### config.mk
export PLATFORM = sky130hd
export DESIGN_NAME = score_seg_display
export DESIGN_NICKNAME = d
export VERILOG_FILES = /design/src/rtl/score_seg_display.sv
export SDC_FILE = /design/constraint.sdc
export NUM_CORES = 1
export LEC_CHECK = 0
export BUFFER_PORTS_ARGS = -buffer_cell sky130_fd_sc_hd__buf_2
export CORE_MARGIN = 1
export CORE_UTILIZATION = 60
export DETAILED_ROUTE_END_ITERATION = 7
export PLACE_DENSITY = 0.77
export SLEW_MARGIN = 20
export SYNTH_ARGS = -nofsm -noshare
export SYNTH_HDL_FRONTEND = slang
export SYNTH_SLANG_ARGS = --single-unit
### constraint.sdc
create_clock -name gm_clk -period 6.3 [get_ports gm_clk]
set_input_delay 0.315 -clock gm_clk [delete_from_list [all_inputs] [get_ports gm_clk]]
set_output_delay 0.315 -clock gm_clk [all_outputs]
set_load 0.05 [all_outputs]
### src/rtl/score_seg_display.sv
// Binary score -> BCD (sequential double-dabble) -> Basys3 4-digit multiplexed 7-seg driver.
// bcd lands 18 edges after a new score is captured; display outputs refresh once per digit slot.
module score_seg_display #(
  parameter int REFRESH_DIV = 100000,
  parameter bit BLANK_LZ    = 1'b1
) (
  input  logic        gm_clk,
  input  logic        gm_rst,
  input  logic [15:0] score,
  output logic [6:0]  seg,
  output logic        dp,
  output logic [3:0]  an,
  output logic [15:0] bcd,
  output logic        busy
);

  localparam int CW = (REFRESH_DIV > 1) ? $clog2(REFRESH_DIV) : 1;

  typedef enum logic [1:0] {S_IDLE, S_SHIFT, S_DONE} state_t;

  state_t         r_state;
  state_t         w_next;
  logic [15:0]    r_last_score;
  logic           r_ovf;
  logic [31:0]    r_shift;
  logic [31:0]    w_adj;
  logic [3:0]     r_iter;
  logic [15:0]    r_result;
  logic [15:0]    r_bcd;
  logic [CW-1:0]  r_ref_cnt;
  logic [1:0]     r_idx;
  logic [6:0]     r_seg;
  logic [3:0]     r_an;
  logic           r_dp;

  logic           w_changed;
  logic           w_sat;
  logic           w_busy;
  logic           w_load;
  logic           w_shift_en;
  logic           w_done;
  logic           w_wrap;
  logic [3:0]     w_digit;
  logic           w_blank;
  logic [6:0]     w_seg;

  assign w_changed = (score != r_last_score);
  assign w_sat     = (score > 16'd9999);

  function automatic logic [6:0] seg_decode(input logic [3:0] d);
    case (d)
      4'd0:    seg_decode = 7'h40;
      4'd1:    seg_decode = 7'h79;
      4'd2:    seg_decode = 7'h24;
      4'd3:    seg_decode = 7'h30;
      4'd4:    seg_decode = 7'h19;
      4'd5:    seg_decode = 7'h12;
      4'd6:    seg_decode = 7'h02;
      4'd7:    seg_decode = 7'h78;
      4'd8:    seg_decode = 7'h00;
      4'd9:    seg_decode = 7'h10;
      default: seg_decode = 7'h7F;
    endcase
  endfunction

  always_ff @(posedge gm_clk or posedge gm_rst) begin
    if (gm_rst) r_state <= S_IDLE;
    else        r_state <= w_next;
  end

  always_comb begin
    w_next = r_state;
    case (r_state)
      S_IDLE:  if (w_changed) w_next = S_SHIFT;
      S_SHIFT: if (r_iter == 4'd15) w_next = S_DONE;
      S_DONE:  w_next = S_IDLE;
      default: w_next = S_IDLE;
    endcase
  end

  always_comb begin
    w_busy     = 1'b0;
    w_load     = 1'b0;
    w_shift_en = 1'b0;
    w_done     = 1'b0;
    case (r_state)
      S_IDLE:  w_load = w_changed;
      S_SHIFT: begin w_busy = 1'b1; w_shift_en = 1'b1; end
      S_DONE:  begin w_busy = 1'b1; w_done = 1'b1; end
      default: ;
    endcase
  end

  // Add-3 correction on the four BCD nibbles before each shift.
  always_comb begin
    w_adj = r_shift;
    for (int i = 4; i < 8; i++) begin
      if (r_shift[i*4 +: 4] >= 4'd5) w_adj[i*4 +: 4] = r_shift[i*4 +: 4] + 4'd3;
    end
  end

  always_ff @(posedge gm_clk or posedge gm_rst) begin
    if (gm_rst) begin
      r_last_score <= 16'h0000;
      r_ovf        <= 1'b0;
      r_shift      <= 32'h0;
      r_iter       <= 4'd0;
      r_result     <= 16'h0000;
      r_bcd        <= 16'h0000;
    end else begin
      if (w_load) begin
        r_last_score <= score;
        r_ovf        <= w_sat;
        r_shift      <= {16'h0000, w_sat ? 16'd9999 : score};
        r_iter       <= 4'd0;
      end else if (w_shift_en) begin
        r_shift <= {w_adj[30:0], 1'b0};
        r_iter  <= r_iter + 4'd1;
      end
      if (w_done) r_result <= r_shift[31:16];
      r_bcd <= r_result;
    end
  end

  assign w_wrap  = (r_ref_cnt == CW'(REFRESH_DIV - 1));
  assign w_digit = r_bcd[{r_idx, 2'b00} +: 4];

  always_comb begin
    w_blank = 1'b0;
    case (r_idx)
      2'd1:    w_blank = (r_bcd[15:4] == 12'h000);
      2'd2:    w_blank = (r_bcd[15:8] == 8'h00);
      2'd3:    w_blank = (r_bcd[15:12] == 4'h0);
      default: w_blank = 1'b0;
    endcase
    w_seg = (BLANK_LZ && w_blank) ? 7'h7F : seg_decode(w_digit);
  end

  // seg/an/dp load together at the slot boundary so no digit ever sees another's segments.
  always_ff @(posedge gm_clk or posedge gm_rst) begin
    if (gm_rst) begin
      r_ref_cnt <= '0;
      r_idx     <= 2'd0;
      r_seg     <= 7'h7F;
      r_an      <= 4'hF;
      r_dp      <= 1'b1;
    end else begin
      r_ref_cnt <= w_wrap ? '0 : r_ref_cnt + CW'(1);
      if (w_wrap) begin
        r_idx <= r_idx + 2'd1;
        r_seg <= w_seg;
        r_an  <= ~(4'b0001 << r_idx);
        r_dp  <= ~((r_idx == 2'd0) && r_ovf);
      end
    end
  end

  assign seg  = r_seg;
  assign an   = r_an;
  assign dp   = r_dp;
  assign bcd  = r_bcd;
  assign busy = w_busy;

endmodule

After elaboration in Yosys (flattened, before gate mapping):

Memory sizes are Yosys's and may differ from the RTL's.
Cells that the tools add are included.

* bits in registers: 118
* memory bits (read-only): 112
* output and inout bits: 29
* word-level logic and storage cells: 67
* memories: 1

Memories
* (name not given): depth 16, bits a word 7, rd ports 1, clocked after memory_dff 0, wr ports 0, line 51 `case (d)`

* add/subtract/negate cells: 7
* magnitude comparators: 5
* eq/ne operators: 10
* shifts and indexed selects: 2
* mux-type cells: 19
* bitwise operators: 2
* reduce and logical (&&, ||, !) cells: 9

Operators by type and width (count)
* 32-bit 2-to-1 mux: 2
* 4-bit 2-to-1 mux: 5
* 17-bit by 1-bit adder with 17-bit output, second input constant: 1
* 17-bit equality test, second input constant: 1
* 17-bit 2-to-1 mux: 1
* 4-bit by 3-bit >= comparator with 1-bit output, second input constant: 4
* 16-bit by 14-bit greater-than comparator with 1-bit output, second input constant: 1
* 16-bit 2-to-1 mux: 1
* 16-bit != test: 1
* 16-bit by 5-bit variable part select with 4-bit output: 1
* 4-bit by 2-bit adder with 4-bit output, second input constant: 3
* 12-bit logical NOT: 1
* 8-bit logical NOT: 1
* 7-bit 2-to-1 mux: 1
* 2-bit equality test, second input constant: 3
* 4-bit by 1-bit adder with 4-bit output, second input constant: 1
* 2-bit by 1-bit equality test with 1-bit output, second input constant: 2
* 4-bit equality test, second input constant: 1
* 2-bit logical NOT: 2
* 4-bit logical NOT: 1
* 1-bit 2-to-1 mux: 4
* 2-bit 2-to-1 mux: 2
* 2-bit != test, second input constant: 2
* 4-bit inverter: 1
* other kinds (11): 11

Depth between registers and ports, before layout:

Gate-level depths: netlist of the first run.

* word-level depth: 4
* gate-level depth with buffers: 8
* mapped depth without buffers: 7

Worst setup path after synthesis of the first run:

No wires, ideal clock.

* kind: register to register
* from: reg r_ref_cnt[11]
* to: reg r_ref_cnt[9]
* setup time: 117 ps
* arrival time: 2158 ps
* data required time: 6183 ps
* setup slack: 4025 ps
* cell stages (with the launch flop): 7
* buffers on the path: 2
* cell sequence: dfrtp_1 -> or4_1 -> or4b_1 -> or3_1 -> buf_6 -> buf_8 -> and2_4

* cells in the longest elaborated chain, start to end: 2

Ends and longest elaborated chain
* from (decl): line 30 `logic [CW-1:0] r_ref_cnt;`
* from (signal assigned): line 148 `r_ref_cnt <= w_wrap ? '0 : r_ref_cnt + CW'(1);`
* 17-bit equality test: line 125 `assign w_wrap = (r_ref_cnt == CW'(REFRESH_DIV - 1));`
* 17-bit 2-to-1 mux: line 148

No other way between the ends.
A chain may end at the register's enable or synchronous reset.

Worst setup path after layout of the first run:

* from: reg r_ref_cnt[11]
* to: reg r_ref_cnt[10]

Same word-level chain as after synthesis.

==> qor.txt, run 1 <==
outcome - finished, violations left
violations in the final reports - design-rule violations
number of buffers added to fix hold violations after cts - 1
Primary FF master, synth - dfrtp_1
Seq pwr share - 36.2%
boundary pin count - 47
worst vdd rail ir drop - 0.388 mV
number of sinks on the clock net - 118
global routing usage summed across all routing layers - 25.2%
horizontal die dimension - 98.4 µm
post-synthesis simple-gate area fraction - 11.4%
number of inserted filler cells in the final layout - 585
sequential-to-total area share from yosys stat - 53.3%
Worst setup EP type - flop
Max Fanout on Critical Path - 20
wire per inst - 16.7 µm
top library cells by usage in the layout, fill and taps aside - 106 x dfrtp_1, 46 x buf_2, 35 x mux2_2, 35 x nor2_1, 34 x xnor2_1
Hold Violations, Final - 0
worst skew pair latency - 0.52 ns
MaxCap Viol Count - 0
non-filler instance count after layout - 657
count of nets left with antenna violations after detail routing - 0
worst slack on hold paths - 0.0793 ns
sw frac - 29.6%
met1 layer wirelength in the final routing - 4.68 mm
die outline height - 98.4 µm
source of the worst hold timing path - score[3]
type of the worst min-delay path - in2reg
first-iteration detailed-routing DRC count - 182
number of failing setup endpoints in the final timing report - 0
multiplexer share of the synthesized area - 12.8%
maximum number of pins on one net before global-route repair - 83
Power per Cell Area - 414 nW/µm²
utilization of the core after routing - 73.9%
largest family of logic cells by synthesized area - multiplexers
portion of the clock cycle consumed by the worst path in the final layout - 42.8%
number of input and output port buffers inserted - 46
Detailed Place HPWL - 6.91 mm
Arr. time, crit path - 3.10 ns
Root Driver - clkbuf_8
Leakage - 3.06 nW
setup slack after layout - 3.60 ns
crit path kind - reg2reg
layout net count - 577
total die area - 9670 µm²
pins over their slew limit - 0
actual slew at the worst max-slew pin - 1.08 ns
fraction of synthesized cell area taken by the top area cell type - 47.6%
detailed-routing iteration count for the pre-antenna-repair pass - 7
worst setup path start - r_ref_cnt[11]
number of global-route vias before repair - 3884
total negative setup slack - 0 ns
Cells after DPL - 624
post-synthesis adder-cell area fraction - 5.17%
post-placement setup slack - 3.31 ns
internal power summed over all cells - 1.91 mW
gr ovfl total - 0
Site Rows - 34
cts repair resizes - 0
Layout Skew - 0.0101 ns
portion of total power attributed to the clock network - 38.7%
peak clock frequency supported by timing - 0.371 GHz
number of antenna violations at the first check in global routing - 0
post-CTS setup buffer count - 0
CTS tree - done
CP Launch Type - flop
highest signal layer in the routed design - met4
Avg Inst Size Synth - 11.4 µm²
Final Critical Period - 2.70 ns
source of the worst register-to-register timing path - r_ref_cnt[11]
H-tree levels - 4
total power consumption of the routed design - 2.71 mW
internal reg-to-reg setup slack - 3.60 ns
Async S/R FF share, synth - 100%
ratio of cells with drive above 1 in the final layout - 25.5%
critical path data required time - 6.70 ns
unrepaired setup endpoints after global routing - false
maximum buffer depth of the clock tree - 2
number of unique standard cell types used by synthesis - 47
flip-flop and latch count after synthesis - 118
normalized max-slew margin - 28.0%
number of synthesized flops with an enable pin - 0
Synth Area in Compound Gates - 7.88%
via total after detailed routing - 3849
final cell area excluding filler cells - 6540 µm²
syn nets - 528
area of the core - 8850 µm²
Area Overhead vs Synth - 17.4%
Post-Syn Instances - 487
WL met3 - 431 µm
clock edge transition at the registers on the reported setup and hold paths - 0.05 ns
xor-xnor portion of the synthesized cell area - 6.45%
part of the total power dissipated in combinational logic - 25.1%
NetSw - 800 µW
starting utilization of the core area - 63.0%
number of antenna cells inserted - 0
cell types with the largest area share after synthesis - dfrtp_1 48%, mux2_2 7.1%, dfstp_2 5.7%
wire length of the first global-routing pass - 18.6 mm
mapped cell area - 5570 µm²
TritonCTS Buffers - 17
most frequent standard cell in the layout excluding fill and tap cells - dfrtp_1
met2 routed WL - 5.64 mm
post-DR vias/cell - 5.86
number of warnings printed during yosys synthesis - 0
library cell with the largest summed area after synthesis - dfrtp_1
total wirelength of the detailed-routed design - 11.0 mm
placed cell area - 5870 µm²
weighted congestion reported at the end of routability-driven placement - 0.841
DRC Markers - 4
[cell usage after synthesis (all sizes together) (2+ instances only)]
master / instances
a21o: 3
a21oi: 27
a31oi: 3
and2: 6
and3: 2
buf: 5
clkbuf: 14
dfrtp: 106
dfstp: 12
ha: 23
inv: 19
mux2: 35
mux2i: 25
mux4: 3
nand2: 30
nand2b: 8
nand3: 16
nand4: 13
nor2: 35
nor3: 10
nor4: 3
o211ai: 5
o21ai: 29
or4: 3
xnor2: 34
xor2: 7
[power by group through the flow]
| stage | clock [mW] | combinational, mW | sequential, mW |
|---|---|---|---|
| 2_1_floorplan | 0 | 0.530 | 0.988 |
| 3_3_place_gp | 0 | 0.646 | 0.983 |
| 3_5_place_dp | 0 | 0.674 | 0.991 |
| 4_1_cts | 1.06 | 0.684 | 0.979 |
| 5_1_grt | 1.09 | 0.749 | 0.994 |
| 6_report | 1.05 | 0.680 | 0.980 |
[worst max-delay path, stage by stage (launching register included)]
cell and delay [ns]:
dfrtp_1 0.41, or4_1 0.52, or4b_1 0.58, nor3_4 0.62, o21ai_0 0.21, a22o_1 0.26
[cells by family after synthesis]
kind of cell	Yosys count
adders and majority gates	23
AOI/OAI and AO/OA	74
muxes	63
DFF	118
buffers and inverters	38
and+or+nand+nor	130
xor gates and xnor gates	41
[worst paths after layout]
kind | cells past startpoint | endpoint
min in group asynchronous | 3 | r_last_score[2]
worst min register to register | 0 | bcd[13]
worst max register to register | 5 | r_ref_cnt[10]
worst min-delay path | 2 | r_last_score[3]
max in group asynchronous | 4 | bcd[1]
worst max-delay path | 5 | r_ref_cnt[10]
[area by class of cell]
| class | count | area (µm²) | area share, % |
|---|---|---|---|
| Clock buffer | 23 | 477 | 7.29 |
| Clock inverter | 9 | 170 | 2.60 |
| Inverter | 19 | 73.8 | 1.13 |
| Multi-Input combinational cell | 331 | 2460 | 37.6 |
| Sequential cell | 118 | 2970 | 45.4 |
| Tap cell | 108 | 135 | 2.07 |
| Timing Repair Buffer | 49 | 259 | 3.96 |
[registers in the layout, indices dropped and copies added, names as in the netlist, 4 cells and up]
signal,cells
seg,7
r_iter,4
r_ref_cnt,17
an,4
r_shift,32
bcd,16
r_last_score,16
r_result,16
[metal layers]
layer,vias to the layer above,global-route usage (%)
met2,91,41.9
li1,1802,-
met5,-,0
met4,0,10.3
met3,19,7.23
met1,1937,31.2
(Power assumes the default switching activity.)
==> inputs of run 2 (changes only) <==
clock period = 2.6 ns   (was 6.3 ns; I/O delays follow)
==> qor.txt, run 2 (synthesis results as in run 1) <==
most frequent standard cell in the layout excluding fill and tap cells - dfrtp_1
starting utilization of the core area - 63.0% (unchanged)
Layout Skew - 0.0161 ns (+0.00593 ns)
non-filler instance count after layout - 682 (+3.8%)
crit path kind - reg2reg
actual slew at the worst max-slew pin - 0.723 ns (-0.358 ns)
number of input and output port buffers inserted - 46 (unchanged)
count of nets left with antenna violations after detail routing - 0 (unchanged)
Arr. time, crit path - 2.79 ns (-0.31 ns)
maximum buffer depth of the clock tree - 2 (unchanged)
unrepaired setup endpoints after global routing - false
die outline height - 98.4 µm (unchanged)
CTS tree - done
worst setup path endpoint - seg[2]
post-DR vias/cell - 5.65 (-3.5%)
Final Critical Period - 2.37 ns (-0.329 ns)
Cells after DPL - 633 (+1.4%)
Slowest-stage cell, CP - or4b_1
number of sinks on the clock net - 118 (unchanged)
maximum single-stage delay on the critical path - 0.55 ns (-0.07 ns)
boundary pin count - 47 (unchanged)
max FFs per register - 32 (unchanged)
number of antenna violations at the first check in global routing - 0 (unchanged)
worst setup path start - r_ref_cnt[11]
number of global-route vias before repair - 3900 (+0.41%)
Top Registers - r_shift: 32 flops, r_ref_cnt: 17 flops
cell family with the largest share of critical-path delay - simple AND/OR/NAND/NOR gates
total die area - 9670 µm² (unchanged)
number of failing setup endpoints in the final timing report - 0 (unchanged)
number of inserted filler cells in the final layout - 572 (-2.2%)
Leakage - 3.10 nW (+1.6%)
worst-path cell chain - or4_1 > or4b_1 > or3_4 > a31oi_1 > a21oi_1
gr ovfl total - 0 (unchanged)
top library cells by usage in the layout, fill and taps aside - 106 x dfrtp_1, 46 x buf_2, 35 x mux2_2, 35 x nor2_1, 34 x xnor2_1
normalized max-slew margin - 51.7% (+24 points)
detailed-routing iteration count for the pre-antenna-repair pass - 8 (+1)
Buffers & Inverters on Critical Path - 0 (unchanged)
first-iteration detailed-routing DRC count - 166 (-8.8%)
pins over their slew limit - 0 (unchanged)
DRC Markers - 3 (-1)
horizontal die dimension - 98.4 µm (unchanged)
Site Rows - 34 (unchanged)
worst reg2reg path endpoint - seg[2]
layout net count - 602 (+4.3%)
MaxCap Viol Count - 0 (unchanged)
post-placement setup slack - 0.0350 ns (-3.27 ns)
wire length of the first global-routing pass - 18.6 mm (unchanged)
Hold Violations, Final - 0 (unchanged)
type of the worst min-delay path - in2async
H-tree levels - 4 (unchanged)
largest register by flop count - r_shift
Area Overhead vs Synth - 20.6%
wire per inst - 15.8 µm (-5.8%)
CP Depth - 5 (unchanged)
Power per Cell Area - 951 nW/µm² (+130%)
worst skew pair latency - 0.52 ns (about the same)
source of the worst register-to-register timing path - r_ref_cnt[11]
Worst setup EP type - flop
worst reg-to-reg path cell count - 5 (unchanged)
peak clock frequency supported by timing - 0.422 GHz (+14%)
global routing usage summed across all routing layers - 24.8% (-0.41 points)
post-CTS setup buffer count - 0 (unchanged)
total wirelength of the detailed-routed design - 10.7 mm (-2.2%)
violations in the final reports - design-rule violations
maximum number of pins on one net before global-route repair - 55 (-34%)
portion of the clock cycle consumed by the worst path in the final layout - 91.1% (+48 points)
worst vdd rail ir drop - 0.837 mV (+120%)
ratio of cells with drive above 1 in the final layout - 26.1% (+0.63 points)
number of antenna cells inserted - 0 (unchanged)
weighted congestion reported at the end of routability-driven placement - 0.829 (-1.4%)
CP Launch Type - flop
area of the core - 8850 µm² (unchanged)
total negative setup slack - 0 ns (unchanged)
critical path data required time - 3.02 ns (-3.68 ns)
outcome - finished, violations left
setup slack after layout - 0.231 ns (-3.37 ns)
worst slack on hold paths - 0.279 ns (+0.200 ns)
internal reg-to-reg setup slack - 0.23 ns (-3.37 ns)
Detailed Place HPWL - 7.05 mm (+1.9%)
Max Fanout on Critical Path - 17 (-15%)
clock edge transition at the registers on the reported setup and hold paths - 0.06 ns (about the same)
Root Driver - clkbuf_8
via total after detailed routing - 3855 (+0.16%)
TritonCTS Buffers - 17 (unchanged)
run 2: per-stage QoR:
step | cell area [µm²] | power (mW) | util, %
after floorplan | 5570 | 3.68 | -
after global placement | 5950 | 3.99 | 67.3
after detailed placement | 5950 | 4.06 | 67.3
after CTS | 6710 | 6.41 | 75.9
after global routing | 6720 | 6.71 | 75.9
final | 6720 | 6.39 | 75.9
run 2: how the worst min path moves through the flow:
| stage | to | cells after the start |
|---|---|---|
| after floorplan | r_shift[11] | 2 |
| after detailed placement | r_idx[1] | 2 |
| after global routing | bcd[6] | 3 |
| after global placement | r_idx[1] | 2 |
| after CTS | r_idx[1] | 3 |
| final | bcd[7] | 3 |
run 2: routing by layer:
layer | track usage, % | routed length, µm | up-vias
met5 | 0 | 0 | -
met4 | 9.53 | 153 | 0
met3 | 6.01 | 367 | 12
met2 | 40.8 | 5380 | 96
met1 | 32.0 | 4850 | 1905
li1 | - | - | 1842
run 2: power by group:
| part | total [mW] | internal, mW | switching, mW | leakage [nW] |
|---|---|---|---|---|
| Combinational | 1.72 | 0.761 | 0.956 | 1.32 |
| Clock | 2.30 | 1.48 | 0.816 | 0.273 |
| Sequential | 2.37 | 2.16 | 0.210 | 1.51 |
run 2: cell type report:
class	count	area [µm²]	share of cell area, %
multi-input cells	331	2450	36.5
well taps	108	135	2.01
clock inverters	12	155	2.31
repair buffers	74	495	7.37
clock buffers	20	435	6.48
flip-flops and latches	118	2970	44.2
inverters	19	75.1	1.12
run 2: repair_timing:
item / in CTS / in global routing
hold buffers: 17 / 0
endpoints found under the hold margin: 57 / 0
resized for setup: 0 / 1
endpoints found under the setup margin: 0 / 6
run 2: tightest hold or removal path, cell delays in order:
cell and delay (ns):
dlygate4sd3_1 0.53, buf_2 0.13, clkinvlp_4 0.48
==> inputs of run 3 (changes only) <==
BUFFER_PORTS_ARGS = -buffer_cell sky130_fd_sc_hd__buf_4   (was -buffer_cell sky130_fd_sc_hd__buf_2)
PLACE_DENSITY = 0.83   (was 0.77)
==> qor.txt, run 3 (synthesis results as in run 1) <==
number of antenna violations at the first check in global routing - 0 (unchanged)
number of inserted filler cells in the final layout - 539 (-5.8%)
total wirelength of the detailed-routed design - 11.9 mm (+10%)
largest register by flop count - r_shift
Final Critical Period - 2.38 ns (+0.0100 ns)
Power per Cell Area - 965 nW/µm² (+1.5%)
total power consumption of the routed design - 6.62 mW (+3.6%)
maximum buffer depth of the clock tree - 2 (unchanged)
gr ovfl total - 0 (unchanged)
Detailed Place HPWL - 7.12 mm (+0.96%)
MaxCap Viol Count - 0 (unchanged)
maximum number of pins on one net before global-route repair - 119 (+120%)
Top Registers - r_shift: 32 flops, r_ref_cnt: 17 flops
crit path kind - reg2reg
number of input and output port buffers inserted - 46 (unchanged)
outcome - finished, violations left
most frequent standard cell in the layout excluding fill and tap cells - dfrtp_1
wire per inst - 17.4 µm (+11%)
Hold Violations, Final - 0 (unchanged)
clock edge transition at the registers on the reported setup and hold paths - 0.06 ns (about the same)
TritonCTS Buffers - 17 (unchanged)
Worst setup EP type - flop
post-CTS setup buffer count - 0 (unchanged)
worst setup path start - r_ref_cnt[11]
placed cell area - 6050 µm² (+1.7%)
critical path data required time - 3.03 ns (about the same)
max FFs per register - 32 (unchanged)
weighted congestion reported at the end of routability-driven placement - 0.842 (+1.6%)
horizontal die dimension - 98.4 µm (unchanged)
CTS tree - done
Arr. time, crit path - 2.81 ns (+0.02 ns)
worst vdd rail ir drop - 0.827 mV (-1.2%)
actual slew at the worst max-slew pin - 0.836 ns (+0.114 ns)
boundary pin count - 47 (unchanged)
worst slack on hold paths - 0.341 ns (+0.0620 ns)
maximum single-stage delay on the critical path - 0.55 ns (about the same)
worst skew pair latency - 0.52 ns (about the same)
peak clock frequency supported by timing - 0.420 GHz (-0.42%)
type of the worst min-delay path - in2async
detailed-routing iteration count for the pre-antenna-repair pass - 8 (unchanged)
post-DR vias/cell - 5.81 (+2.8%)
Root Driver - clkbuf_8
ratio of cells with drive above 1 in the final layout - 26.0% (-0.083 points)
source of the worst register-to-register timing path - r_ref_cnt[11]
CP Launch Type - flop
unrepaired setup endpoints after global routing - false
normalized max-slew margin - 43.9% (-7.8 points)
number of sinks on the clock net - 118 (unchanged)
layout net count - 600 (-0.33%)
top library cells by usage in the layout, fill and taps aside - 106 x dfrtp_1, 54 x buf_4, 35 x mux2_2, 35 x nor2_1, 34 x xnor2_1
Max Fanout on Critical Path - 17 (unchanged)
pins over their slew limit - 0 (unchanged)
number of antenna cells inserted - 0 (unchanged)
count of nets left with antenna violations after detail routing - 0 (unchanged)
setup slack after layout - 0.221 ns (-0.0100 ns)
total die area - 9670 µm² (unchanged)
violations in the final reports - design-rule violations
portion of the clock cycle consumed by the worst path in the final layout - 91.5% (+0.39 points)
number of global-route vias before repair - 4134 (+6.0%)
starting utilization of the core area - 63.0% (unchanged)
worst-path cell chain - or4_1 > or4b_1 > or3_4 > a31oi_1 > a21oi_1
post-placement setup slack - 0.0562 ns (+0.0212 ns)
wire length of the first global-routing pass - 19.8 mm (+6.2%)
cell family with the largest share of critical-path delay - simple AND/OR/NAND/NOR gates
Area Overhead vs Synth - 23.1%
H-tree levels - 4 (unchanged)
number of failing setup endpoints in the final timing report - 0 (unchanged)
Layout Skew - 0.00691 ns (-0.00915 ns)
Site Rows - 34 (unchanged)
DRC Markers - 2 (-1)
first-iteration detailed-routing DRC count - 190 (+14%)
Leakage - 3.14 nW (+1.0%)
Buffers & Inverters on Critical Path - 0 (unchanged)
die outline height - 98.4 µm (unchanged)
total negative setup slack - 0 ns (unchanged)
via total after detailed routing - 3951 (+2.5%)
Slowest-stage cell, CP - or4b_1
global routing usage summed across all routing layers - 26.8% (+2.0 points)
area of the core - 8850 µm² (unchanged)
final cell area excluding filler cells - 6860 µm² (+2.1%)
-- run 3: cell types whose count changed in the layout (fill, tap and decap cells not counted), sizes merged --
cell and change:
buf -2, inv +1, bufinv +1, clkbuf +1, clkinvlp -3
-- run 3: metal layers --
layer / vias to the layer above / routed length (µm) / share of wire, % / GRT usage (%)
met1: 1972 / 4880 / 41 / 31.4
met2: 111 / 6270 / 53 / 46.1
met5: - / 0 / 0 / 0
li1: 1840 / - / - / -
met4: 0 / 284 / 2.4 / 11.8
met3: 28 / 426 / 3.6 / 7.59
-- run 3: worst paths after layout --
| check | to | slack, ns | depth (start not counted) |
|---|---|---|---|
| setup / recovery | seg[2] | 0.22 | 5 |
| min in group gm_clk | bcd[11] | 0.38 | 0 |
| setup reg to reg | seg[2] | 0.22 | 5 |
| max in group asynchronous | r_last_score[3] | 1.79 | 4 |
| hold / removal | bcd[1] | 0.34 | 4 |
| hold reg to reg | bcd[11] | 0.38 | 0 |
-- run 3: power by group --
| part | leakage (nW) | switching [mW] | total, mW | internal (mW) |
|---|---|---|---|---|
| Combinational | 1.33 | 0.976 | 1.77 | 0.797 |
| Clock | 0.305 | 0.832 | 2.47 | 1.64 |
| Sequential | 1.51 | 0.217 | 2.38 | 2.16 |
| Total | 3.14 | 2.03 | 6.62 | 4.59 |
-- run 3: per-stage QoR --
step,util [%],instances
4_1_cts,77.5,680
5_1_grt,77.5,680
3_3_place_gp,68.4,631
2_1_floorplan,-,487
3_5_place_dp,68.4,631
6_report,77.5,680
-- run 3: timing repair --
action	in CTS	in global routing
resized for setup	0	1
hold buffers	17	0
endpoints found under the setup margin	0	6
hold endpoints to repair	136	0
-- run 3: cell type report --
type                    instances  area (µm²)  share of cell area, %
clock buffers                  21         459                   6.69
clock inverters                11         171                   2.50
inverters                      19        75.1                   1.09
multi-input cells             331        2450                   35.8
flip-flops and latches        118        2970                   43.3
well taps                     108         135                   1.97
repair buffers                 72         596                   8.68
-- run 3: tightest hold or removal path, delay by kind of cell --
kind	cells	cell delay [ns]
buffers and inverters	4	1.18
